`src/rtl/stable_code_encoder_pkg.sv`:
```
// stable_code_encoder_pkg
//   Shared types and constants for the stable_code_encoder slice.
//   state_e      : controller state encoding (IDLE / SETTLE / PRESENT)
//   CHANGE_CNT_W : width of the optional commit counter
package stable_code_encoder_pkg;

  typedef enum logic [1:0] {
    IDLE    = 2'd0,
    SETTLE  = 2'd1,
    PRESENT = 2'd2
  } state_e;

  localparam int CHANGE_CNT_W = 8;

endpackage

```
`src/rtl/code_settle_cnt.sv`:
```
// code_settle_cnt
//   Holds the candidate code and its stability run counter.
//   Ports:
//     clk, rst_n : clock, async active-low reset
//     load       : capture code as new candidate, run count = 1
//     clear      : run count = 0 (candidate kept)
//     inc        : run count + 1
//     code       : current mapped input code
//     cand       : held candidate code
//     match      : code equals candidate
//     stable     : candidate seen for the final required sample this edge
module code_settle_cnt #(
  parameter int OUT_W      = 2,
  parameter int STABLE_CYC = 4
) (
  input  logic             clk,
  input  logic             rst_n,
  input  logic             load,
  input  logic             clear,
  input  logic             inc,
  input  logic [OUT_W-1:0] code,
  output logic [OUT_W-1:0] cand,
  output logic             match,
  output logic             stable
);

  localparam int CNT_W = $clog2(STABLE_CYC + 1);

  logic [CNT_W-1:0] cnt;

  always_ff @(posedge clk or negedge rst_n) begin
    if (!rst_n) begin
      cand <= '0;
      cnt  <= '0;
    end else if (load) begin
      cand <= code;
      cnt  <= CNT_W'(1);
    end else if (clear) begin
      cnt  <= '0;
    end else if (inc) begin
      cnt  <= cnt + CNT_W'(1);
    end
  end

  assign match  = (code == cand);
  // The edge that sees the candidate with cnt == STABLE_CYC-1 is the
  // STABLE_CYC-th consecutive matching sample, so it is the commit edge.
  assign stable = match && (cnt == CNT_W'(STABLE_CYC - 1));

endmodule

```
`src/rtl/stable_code_encoder.sv`:
```
// stable_code_encoder
//   Maps an IN_W-bit raw input to an OUT_W-bit code and commits a new code
//   only after it has been stable for STABLE_CYC enabled samples. Each
//   committed code is offered with a valid/ready handshake.
//   Ports:
//     clk         : rising-edge clock
//     rst_n       : async active-low reset
//     en          : sample enable (low freezes everything but the handshake)
//     in          : raw input
//     out_ready   : consumer accepts presented code
//     binary_out  : last committed code (registered)
//     out_valid   : committed code awaiting acceptance
//     settling    : high while a candidate is being qualified
//     change_cnt  : saturating commit count (only with
//                   STABLE_CODE_ENCODER_CHANGE_CNT_EN defined)
//
//   state   | meaning
//   --------+-----------------------------------------------------------
//   IDLE    | output settled, watching for a code different from it
//   SETTLE  | qualifying a candidate code over consecutive samples
//   PRESENT | new code committed, holding out_valid until accepted
module stable_code_encoder
  import stable_code_encoder_pkg::*;
#(
  parameter int IN_W         = 2,
  parameter int OUT_W        = 2,
  parameter int DIRECT_N     = 2,
  parameter int DEFAULT_CODE = 2,
  parameter int STABLE_CYC   = 4
) (
  input  logic                    clk,
  input  logic                    rst_n,
  input  logic                    en,
  input  logic [IN_W-1:0]         in,
  input  logic                    out_ready,
  output logic [OUT_W-1:0]        binary_out,
  output logic                    out_valid,
  output logic                    settling
`ifdef STABLE_CODE_ENCODER_CHANGE_CNT_EN
  ,
  output logic [CHANGE_CNT_W-1:0] change_cnt
`endif
);

  if (DEFAULT_CODE >= 2**OUT_W) begin : g_chk_default
    $error("DEFAULT_CODE does not fit in OUT_W bits");
  end
  if (DIRECT_N > 2**OUT_W) begin : g_chk_direct
    $error("DIRECT_N exceeds the number of OUT_W codes");
  end
  if (STABLE_CYC < 1) begin : g_chk_stable
    $error("STABLE_CYC must be at least 1");
  end

  state_e           state, state_n;
  logic [OUT_W-1:0] code;
  logic [OUT_W-1:0] cand;
  logic [OUT_W-1:0] bout_n;
  logic             valid_n;
  logic             load, clear, inc;
  logic             match, stable;
  logic [31:0]      in_ext;

  // Compare at full input width; the cast truncates or zero-extends as needed.
  assign in_ext = 32'(in);
  assign code   = (in_ext < 32'(DIRECT_N)) ? OUT_W'(in) : OUT_W'(DEFAULT_CODE);

  code_settle_cnt #(
    .OUT_W      (OUT_W),
    .STABLE_CYC (STABLE_CYC)
  ) u_settle (
    .clk    (clk),
    .rst_n  (rst_n),
    .load   (load),
    .clear  (clear),
    .inc    (inc),
    .code   (code),
    .cand   (cand),
    .match  (match),
    .stable (stable)
  );

  always_ff @(posedge clk or negedge rst_n) begin
    if (!rst_n) begin
      state      <= IDLE;
      binary_out <= '0;
      out_valid  <= 1'b0;
    end else begin
      state      <= state_n;
      binary_out <= bout_n;
      out_valid  <= valid_n;
    end
  end

  always_comb begin
    state_n = state;
    bout_n  = binary_out;
    valid_n = out_valid;
    load    = 1'b0;
    clear   = 1'b0;
    inc     = 1'b0;
    case (state)
      IDLE: begin
        if (en && (code != binary_out)) begin
          if (STABLE_CYC == 1) begin
            bout_n  = code;
            valid_n = 1'b1;
            state_n = PRESENT;
          end else begin
            load    = 1'b1;
            state_n = SETTLE;
          end
        end
      end
      SETTLE: begin
        if (en) begin
          if (!match) begin
            if (code == binary_out) begin
              // Input went back to the committed code: nothing to change.
              clear   = 1'b1;
              state_n = IDLE;
            end else begin
              load = 1'b1;
            end
          end else if (stable) begin
            bout_n  = cand;
            valid_n = 1'b1;
            clear   = 1'b1;
            state_n = PRESENT;
          end else begin
            inc = 1'b1;
          end
        end
      end
      PRESENT: begin
        // Handshake completes regardless of en; input is not sampled here.
        if (out_ready) begin
          valid_n = 1'b0;
          state_n = IDLE;
        end
      end
      default: begin
        state_n = IDLE;
      end
    endcase
  end

  assign settling = (state == SETTLE);

`ifdef STABLE_CODE_ENCODER_CHANGE_CNT_EN
  logic commit;

  assign commit = (state != PRESENT) && (state_n == PRESENT);

  always_ff @(posedge clk or negedge rst_n) begin
    if (!rst_n) begin
      change_cnt <= '0;
    end else if (commit && (change_cnt != '1)) begin
      change_cnt <= change_cnt + CHANGE_CNT_W'(1);
    end
  end
`endif

endmodule

```
`config.mk`:
```
export PLATFORM = sky130hd
export DESIGN_NAME = stable_code_encoder
export DESIGN_NICKNAME = d
export VERILOG_FILES = /design/src/rtl/stable_code_encoder_pkg.sv /design/src/rtl/code_settle_cnt.sv /design/src/rtl/stable_code_encoder.sv
export SDC_FILE = /design/constraint.sdc
export NUM_CORES = 1
export LEC_CHECK = 0
export BUFFER_PORTS_ARGS = -buffer_cell sky130_fd_sc_hd__buf_2
export CORE_MARGIN = 3
export CORE_UTILIZATION = 42
export DETAILED_ROUTE_END_ITERATION = 7
export PLACE_DENSITY_LB_ADDON = 0.08
export SLEW_MARGIN = 20
export SYNTH_ARGS = -nofsm -noshare
export SYNTH_HDL_FRONTEND = slang
export SYNTH_SLANG_ARGS = --single-unit
```
`constraint.sdc`:
```
create_clock -name clk -period 3.1 [get_ports clk]
set_clock_uncertainty 0.1 [all_clocks]
set_input_delay 0.155 -clock clk [delete_from_list [all_inputs] [get_ports clk]]
set_output_delay 0.155 -clock clk [all_outputs]
set_load 0.02 [all_outputs]
```
==> flow_summary_export.csv <==
group,metric,value,unit
critical_path,crit_cells,4,
timing,rsz0062_at_grt,"false",
critical_path,critPathLaunch,"binary_out[0]",
critical_path,path_buf_inv,0,
clocking,cts_hold_buf,2,
critical_path,crit_path_end,"u_settle.cand[0]",
finish,n_antenna_cell,0,
global_route,antenna_found_initial,0,
placed_design,gp_congestion,0.7192,
hold_path,hp-start,"en",
detailed_routing,drc,0,
detailed_routing,met1Wirelength,671,um
yosys,netlist_instances,58,
critical_path,r2r_cells,4,
power,power_density,868.9,nW/um^2
critical_path,critical_path_arrival,1940,ps
critical_path,worstPathRequired,3160,ps
clocking,cts-buffers-inserted,3,
detailed_routing,wirelength,1.317,mm
critical_path,crit_path_max_fanout,7,
placed_design,hpwl,932.1,um
timing,setup_tns,0,ps
job,drv_cap,0,
critical_path,path_class,"reg2reg",
clocking,cts.path.max_buffers,2,
finish,mostFrequentLayoutCell,"dfrtp_1",
timing,max_freq,0.5298,GHz
critical_path,worst_setup_path_start_kind,"register",
yosys,ys_types,32,
yosys,ys_seq_elements,10,
hold_path,hold_path.class,"in2reg",
yosys,synth_area,640.6,um^2
yosys,yosys_warnings,0,
power,p_leak,0.3363,nW
critical_path,cp_slowest_cell,"dfrtp_1",
detailed_routing,first_pass_iters,4,
timing,min_period,1888,ps
global_route,grt_pass1_vias,493,
yosys,avgSynthCellArea,11.05,um^2
die,dieArea,2030,um^2
die,rows,13,
critical_path,cp_cell_sequence,"and3b_2 -> a2111oi_4 -> o21bai_1 -> mux2_1",
yosys,syn_nets,66,
detailed_routing,dr_wl_met3,54,um
critical_path,r2r_slack,1210,ps
status,status,"completed",
timing,tightest_slew,398.2,ps
critical_path,r2r_start,"binary_out[0]",
placed_design,portBuffers,9,
clocking,cts.repair.resized,0,
yosys,ys_seq_area_share,39.06,%
finish,area_growth,16.60,%
clocking,cts_tree,"done",
detailed_routing,routed.top_layer,"met4",
finish,mostFrequentLayoutCells,"dfrtp_1 (10), buf_2 (9), inv_1 (4), nand3_1 (4)",
timing,worst_hold_slack,34.64,ps
global_route,grt_usage,17.64,%
die,die_w,45.06,um
global_route,grt_max_degree,11,
finish,drive_gt1_share,30.56,%
clocking,h-tree-depth,1,
detailed_routing,antenna_left,0,
critical_path,crit_family,"compound AO/OA/AOI/OAI gates",
detailed_routing,wl_per_cell,15.14,um
timing,setup_violations,0,
global_route,grt_pass1_wl,2.435,mm
die,fp.coreArea,1366,um^2
clocking,clock-sinks,10,
timing,fin_crit_sh,60.89,%
power,ir_worst_vdd,0.4433,mV
global_route,grt.overflow.total,0,
timing,slew_violations,0,
critical_path,endpoint_kind,"register",
die,initial_core_util,46.89,%
critical_path,slowest_delay,460,ps
clocking,post_cts.repair.setup_buffers,0,
finish,fillers,136,
timing,hold_viol,0,
finish,fin_nets,82,
die,die_h,45.06,um
die,io_pins,10,
timing,slew_headroom,73.28,%
clocking,cts_root_buf,"clkbuf_4",
detailed_routing,drt_iter0_markers,6,
detailed_routing,vias,507,
detailed_routing,via_per_inst,5.828,
detailed_routing,wl_met2,565,um
critical_path,worst_r2r_endpoint,"u_settle.cand[0]",
clocking,clock_latency,270,ps
clocking,cts.clk_slew.worst_paths,70,ps
[synth_stat cells (all sizes together)]
library cell	number	area share, %
ha	2	3.9
a2bb2oi	1	1.4
nor2	3	1.8
nand4	1	0.98
a21oi	1	0.78
o21bai	1	1.2
and2b	1	1.4
and3b	2	2.9
nand4bb	1	2.5
nand3	4	3.1
o21ai	1	0.78
dfrtp	10	39
o21ba	2	3.1
or2	1	0.98
a211o	1	1.4
a31oi	2	4.3
or4	1	1.8
nor2b	1	0.98
inv	4	2.3
xnor2	1	1.4
nand3b	3	3.5
a311oi	2	2.7
nand2b	3	2.9
a22oi	1	1.2
mux2	4	7.0
a2111oi	1	4.3
nand2	2	1.2
nor3b	1	1.2
[worst register-to-register path, cell delays in order, from the launching register on]
cell and delay [ps]:
dfrtp_1 460, and3b_2 260, a2111oi_4 360, o21bai_1 240
mux2_1 360
[area by class of cell]
cell class	count	area, um^2	share of cell area (%)
Multi-Input combinational cell	44	375.4	50.25
Tap cell	15	18.77	2.513
Inverter	4	15.01	2.010
Clock buffer	3	22.52	3.015
Timing Repair Buffer	11	65.06	8.710
Sequential cell	10	250.2	33.50
[where the power goes]
| group | switching [mW] | internal (mW) | leakage, nW |
|---|---|---|---|
| Sequential | 0.0627 | 0.183 | 0.127 |
| Combinational | 0.158 | 0.152 | 0.195 |
| Clock | 0.0489 | 0.0450 | 0.0138 |
[state kept, by name (all words and copies together) (netlist names)]
register,cells
out_valid,1
binary_out,2
state,2
u_settle.cnt,3
u_settle.cand,2
[kinds of logic (layout without fill, tap and decap cells)]
family,after synthesis,in the layout,synth area share (%)
AOI/OAI and AO/OA,13,13,21.10
xor gates and xnor gates,1,1,1.367
adders and majority gates,2,2,3.906
buffers and inverters,4,18,2.343
DFF,10,10,39.06
muxes,4,4,7.031
and+or+nand+nor,24,24,25.20
[stage by stage]
step	utilization [%]	worst slack (ps)	power, mW	instance area [um^2]	cells
floorplan	-	1240	0.4739	640.6	58
global placement	51.56	1189	0.5491	704.4	82
detailed placement	51.56	1218	0.5531	704.4	82
CTS	54.67	1198	0.6529	747.0	87
global route	54.67	1075	0.7134	747.0	87
finish	54.67	1212	0.6490	747.0	87
[how the worst min path moves through the flow]
stage,endpoint,slack [ps],cells after the start
2_1_floorplan,binary_out[0],-240,0
3_3_place_gp,binary_out[0],-60,1
3_5_place_dp,binary_out[0],-70,1
4_1_cts,state[0],30,2
5_1_grt,state[0],50,2
6_report,state[0],30,2
[layer usage]
layer | global-route usage (%) | up-vias
met5 | 0 | -
met4 | 8.772 | 0
met3 | 5.976 | 4
met2 | 23.73 | 9
met1 | 24.88 | 248
li1 | - | 246
(Power assumes the default switching activity.)
